**src/rtl/fp_result_buffer.sv**
```systemverilog
// Result FIFO for the FP multiplier: entries appear one cycle after push, and there is no fall-through path.
// in_ready is not-full only, so a pop does not free space until the next cycle; also keeps sticky flags and a saturating exception counter.
module fp_result_buffer #(
    parameter int DEPTH = 4,
    parameter int CNT_W = 8
) (
    input  logic                   clk,
    input  logic                   reset,
    input  logic                   in_valid,
    output logic                   in_ready,
    input  logic [31:0]            in_product,
    input  logic                   in_overflow,
    input  logic                   in_infinity,
    input  logic                   in_nan,
    output logic                   out_valid,
    input  logic                   out_ready,
    output logic [31:0]            out_product,
    output logic [2:0]             out_flags,
    output logic [$clog2(DEPTH):0] level,
    output logic [2:0]             sticky_flags,
    output logic [CNT_W-1:0]       exc_count,
    input  logic                   clear_status
);

    localparam int PTR_W = $clog2(DEPTH);
    localparam int LVL_W = PTR_W + 1;

    logic [34:0]      mem_q [DEPTH];
    logic [PTR_W-1:0] wr_ptr_q, wr_ptr_d;
    logic [PTR_W-1:0] rd_ptr_q, rd_ptr_d;
    logic [LVL_W-1:0] level_q, level_d;
    logic [2:0]       sticky_q, sticky_d;
    logic [CNT_W-1:0] cnt_q, cnt_d;
    logic [CNT_W-1:0] cnt_base;
    logic [2:0]       in_flags;
    logic             push, pop;

    always_comb begin
        in_flags  = {in_nan, in_infinity, in_overflow};
        in_ready  = (level_q != LVL_W'(DEPTH));
        out_valid = (level_q != '0);
        push      = in_valid & in_ready;
        pop       = out_valid & out_ready;

        wr_ptr_d = push ? wr_ptr_q + PTR_W'(1) : wr_ptr_q;
        rd_ptr_d = pop  ? rd_ptr_q + PTR_W'(1) : rd_ptr_q;

        level_d = level_q;
        case ({push, pop})
            2'b10:   level_d = level_q + LVL_W'(1);
            2'b01:   level_d = level_q - LVL_W'(1);
            default: level_d = level_q;
        endcase

        // Clear is applied first so a same-cycle flagged push survives it.
        sticky_d = clear_status ? 3'b000 : sticky_q;
        cnt_base = clear_status ? '0 : cnt_q;
        cnt_d    = cnt_base;
        if (push) begin
            sticky_d = sticky_d | in_flags;
            if ((|in_flags) && !(&cnt_base)) begin
                cnt_d = cnt_base + CNT_W'(1);
            end
        end
    end

    always_ff @(posedge clk or negedge reset) begin
        if (!reset) begin
            wr_ptr_q <= '0;
            rd_ptr_q <= '0;
            level_q  <= '0;
            sticky_q <= '0;
            cnt_q    <= '0;
        end else begin
            wr_ptr_q <= wr_ptr_d;
            rd_ptr_q <= rd_ptr_d;
            level_q  <= level_d;
            sticky_q <= sticky_d;
            cnt_q    <= cnt_d;
        end
    end

    // Storage needs no reset; validity is tracked by level_q alone.
    always_ff @(posedge clk) begin
        if (push) begin
            mem_q[wr_ptr_q] <= {in_flags, in_product};
        end
    end

    always_comb begin
        out_product  = out_valid ? mem_q[rd_ptr_q][31:0]  : 32'h0;
        out_flags    = out_valid ? mem_q[rd_ptr_q][34:32] : 3'b000;
        level        = level_q;
        sticky_flags = sticky_q;
        exc_count    = cnt_q;
    end

endmodule

```
**config.mk**
```make
export PLATFORM = sky130hd
export DESIGN_NAME = fp_result_buffer
export DESIGN_NICKNAME = d
export VERILOG_FILES = /design/src/rtl/fp_result_buffer.sv
export SDC_FILE = /design/constraint.sdc
export NUM_CORES = 1
export LEC_CHECK = 0
export ABC_AREA = 0
export BUFFER_PORTS_ARGS = -buffer_cell sky130_fd_sc_hd__buf_2
export CAP_MARGIN = 40
export CORE_MARGIN = 5
export CORE_UTILIZATION = 55
export DETAILED_ROUTE_END_ITERATION = 10
export GPL_TIMING_DRIVEN = 1
export PLACE_DENSITY_LB_ADDON = 0.1
export SLEW_MARGIN = 40
export SYNTH_ARGS = -nofsm -noshare
export SYNTH_HDL_FRONTEND = slang
export SYNTH_SLANG_ARGS = --single-unit
```
**constraint.sdc**
```tcl
create_clock -name clk -period 6.1 [get_ports clk]
set_input_delay 1.525 -clock clk [delete_from_list [all_inputs] [get_ports clk]]
set_output_delay 1.525 -clock clk [all_outputs]
set_load 0.01 [all_outputs]
```
==> flow_metrics.env <==
export IMPL_grt_overflow=0
export IMPL_timing_max_transition_violations_final=0
export IMPL_launch_instance_of_the_worst_register_to_register_path="level[1]"
export IMPL_cp_data_arrival_time_ns=2.39
export IMPL_cts_tree="built"
export IMPL_worst_slew_pin_slew_ns=0.574
export IMPL_grt_antenna_before_repair=0
export IMPL_cts_sink_count=158
export IMPL_cts_hold_fix_buffers=0
export IMPL_syn_area_per_cell_um2=19.9
export IMPL_initial_core_utilization_pct=55.7
export IMPL_cts_made_buffers=17
export IMPL_ant_nets=0
export IMPL_reg2regPathDepth=9
export IMPL_placeableCoreArea_um2=11300
export IMPL_final_common_cell="sky130_fd_sc_hd__edfxtp_1"
export IMPL_ff2ff_setup_slack_ns=3.80
export IMPL_numPortBuffers=90
export IMPL_totalNegativeSetupSlack_ns=0
export IMPL_area_delta_synth_final_pct=17.7
export IMPL_grt_total_usage_pct=17.9
export IMPL_wire_per_inst_um=20.0
export IMPL_outcome="complete, no violations"
export IMPL_synthesis_instances=317
export IMPL_num_io_pins=91
export IMPL_routed_via_density=5.58
export IMPL_timing_max_slew_rel_slack_pct=61.8
export IMPL_drc_errors=0
export IMPL_vdd_ir_drop_max_mv=0.410
export IMPL_grt_first_pass_wirelength_um=17800
export IMPL_timing_critical_path_from="rd_ptr_q[0]"
export IMPL_routed_wirelength_um=11400
export IMPL_timing_final_ws_setup_ns=2.18
export IMPL_setup_viol=0
export IMPL_crit_path_start_kind="register"
export IMPL_min_path_type="register to register"
export IMPL_initialDrtViolationCount=225
export IMPL_clock_latency_ns=0.41
export IMPL_drive_gt1_share_pct=38.9
export IMPL_cap_violations=0
export IMPL_clkTransAtPathRegs_ns=0.06
export IMPL_largest_net_degree_at_the_start_of_global_routing=38
export IMPL_floorplan_die_height_um=117
export IMPL_cts_path_max_buffers=2
export IMPL_antennaDiodeCount=0
export IMPL_layout_nets=461
export IMPL_via_count=3182
export IMPL_layout_worst_path_cycle_share_pct=64.2
export IMPL_timing_critical_path_to_type="output port"
export IMPL_p_leak_nw=2.70
export IMPL_layout_cells_most_common_list="140 x sky130_fd_sc_hd__edfxtp_1, 90 x sky130_fd_sc_hd__buf_2, 36 x sky130_fd_sc_hd__and2_1, 35 x sky130_fd_sc_hd__mux4_2, 17 x sky130_fd_sc_hd__clkbuf_16"
export IMPL_ys_ff_latch=158
export IMPL_layout_min_cycle_time_ns=3.92
export IMPL_hpwlAfterDp_um=6990
export IMPL_number_of_resized_instances_in_the_post_cts_repair_step=0
export IMPL_yosysUniqueCellTypes=38
export IMPL_post_cts_setup_buffer_count=0
export IMPL_timing_setup_critical_path_class="register to output port"
export IMPL_floorplan_die_width_um=117
export IMPL_worst_setup_slack_after_placement_ns=2.56
export IMPL_root_buffer="sky130_fd_sc_hd__clkbuf_16"
export IMPL_synth_warning_count=0
export IMPL_crit_path_max_fanout=25
export IMPL_die_area_um2=13700
export IMPL_synth_cell_area_um2=6300
export IMPL_worst_ep_required_time_ns=4.58
export IMPL_pwr_density_cell_nw_per_um2=485
export IMPL_standard_cell_rows=39
export IMPL_crit_end="out_product[27]"
export IMPL_number_of_global_route_vias_before_repair=3326
export IMPL_clock_skew_final_ns=0.00772
export IMPL_synth_seq_area_share_pct=73.8
export IMPL_fmaxAchievable_mhz=255
export IMPL_rsz0062_at_grt="false"
export IMPL_cts_htree_levels=4
export IMPL_mappedNetlistNets=364
export IMPL_drt_pre_antenna_iters=4
export IMPL_finalWeightedCongestion=0.727
export IMPL_rr_endpoint="level[2]"
export IMPL_finalHoldViolCount=0
-- registers in the layout, summed over array words and instances, names as in the netlist --
register / flops
level: 3
rd_ptr_q: 2
mem_q: 140
wr_ptr_q: 2
sticky_flags: 3
exc_count: 8
-- through the flow --
step                std cells  instance area (um2)  total power [W]  hold slack, ns  util, %
floorplan                 317                 6300          0.00231           0.527        -
global placement          538                 6850          0.00266           0.482     60.5
detailed placement        538                 6870          0.00269           0.490     60.7
CTS                       570                 7420          0.00366           0.501     65.5
global route              570                 7420          0.00381           0.539     65.5
finish                    570                 7420          0.00360           0.497     65.5
-- worst min-delay path by stage --
stage / from / endpoint / cells past startpoint
floorplan: level[2] / level[2] / 1
global placement: level[2] / level[2] / 1
detailed placement: level[2] / level[2] / 1
CTS: level[2] / level[2] / 1
global route: sticky_flags[1] / sticky_flags[1] / 1
finish: level[2] / level[2] / 1
-- where the power goes --
part	internal, W	leakage (nW)	switching [W]
Clock	0.000557	0.260	0.000408
Sequential	0.00142	1.51	0.000162
Combinational	0.000545	0.933	0.000505
-- layer usage --
metal	track usage [%]	part of all wire [%]	up-vias	wire (um)
li1	-	-	1445	-
met1	23.3	42	1639	4800
met2	29.7	52	92	5870
met3	5.04	5.7	6	648
met4	5.50	0.64	0	73
met5	0	0	-	0
-- critical path, stage by stage (launching register included) --
cell	delay, ns
sky130_fd_sc_hd__dfrtp_4	0.76
sky130_fd_sc_hd__buf_4	0.37
sky130_fd_sc_hd__mux4_2	0.55
sky130_fd_sc_hd__and2_1	0.17
sky130_fd_sc_hd__buf_2	0.13
-- cell type report --
cell class	instances	area (um2)
clock buffer	17	425
clock inverter	15	121
fill	808	3900
inverter	8	30.0
multi-input combinational	137	1540
sequential	158	4660
tap	143	179
timing repair buffer	92	465
-- synthesized netlist by cell type --
| cell | instances | share of area (%) |
|---|---|---|
| sky130_fd_sc_hd__xor2_1 | 3 | 0.42 |
| sky130_fd_sc_hd__nor2b_1 | 3 | 0.30 |
| sky130_fd_sc_hd__nand3_1 | 1 | 0.079 |
| sky130_fd_sc_hd__buf_6 | 6 | 1.1 |
| sky130_fd_sc_hd__inv_1 | 8 | 0.48 |
| sky130_fd_sc_hd__a41o_1 | 1 | 0.16 |
| sky130_fd_sc_hd__xnor2_1 | 5 | 0.69 |
| sky130_fd_sc_hd__a22o_1 | 3 | 0.42 |
| sky130_fd_sc_hd__o21ai_0 | 1 | 0.079 |
| sky130_fd_sc_hd__dfrtp_1 | 18 | 7.1 |
| sky130_fd_sc_hd__o311ai_1 | 1 | 0.14 |
| sky130_fd_sc_hd__nand3b_1 | 1 | 0.12 |
| sky130_fd_sc_hd__mux4_2 | 35 | 13 |
| sky130_fd_sc_hd__a311oi_1 | 1 | 0.14 |
| sky130_fd_sc_hd__fa_1 | 1 | 0.32 |
| sky130_fd_sc_hd__or3b_1 | 1 | 0.14 |
| sky130_fd_sc_hd__mux2_1 | 1 | 0.18 |
| sky130_fd_sc_hd__or3_1 | 2 | 0.20 |
| sky130_fd_sc_hd__buf_2 | 4 | 0.32 |
| sky130_fd_sc_hd__and2_4 | 1 | 0.14 |
| sky130_fd_sc_hd__a21oi_1 | 2 | 0.16 |
| sky130_fd_sc_hd__nor3_1 | 1 | 0.079 |
| sky130_fd_sc_hd__o21ai_1 | 1 | 0.079 |
| sky130_fd_sc_hd__nand4b_1 | 1 | 0.14 |
| sky130_fd_sc_hd__and3_1 | 5 | 0.50 |
| sky130_fd_sc_hd__and2_1 | 36 | 3.6 |
| sky130_fd_sc_hd__mux2i_1 | 3 | 0.48 |
| sky130_fd_sc_hd__edfxtp_1 | 140 | 67 |
| sky130_fd_sc_hd__nand2_2 | 1 | 0.099 |
| sky130_fd_sc_hd__or2_2 | 1 | 0.099 |
| sky130_fd_sc_hd__nand2_1 | 8 | 0.48 |
| sky130_fd_sc_hd__a21oi_2 | 1 | 0.14 |
| sky130_fd_sc_hd__nor2_1 | 6 | 0.36 |
| sky130_fd_sc_hd__o2111ai_1 | 1 | 0.14 |
| sky130_fd_sc_hd__o311a_4 | 1 | 0.34 |
| sky130_fd_sc_hd__ha_1 | 6 | 1.2 |
| sky130_fd_sc_hd__clkbuf_1 | 4 | 0.24 |
| sky130_fd_sc_hd__nand4_1 | 2 | 0.20 |
-- cells by family after synthesis --
family,share of synthesized area (%)
XOR/XNOR,1.11
AO/OA/AOI/OAI,1.79
AND/OR/NAND/NOR,6.49
buffers and inverters,2.10
multiplexers,13.2
adder cells (fa/ha/maj),1.51
flip-flops,73.8
No activity file was read; power rests on OpenSTA's default activity.
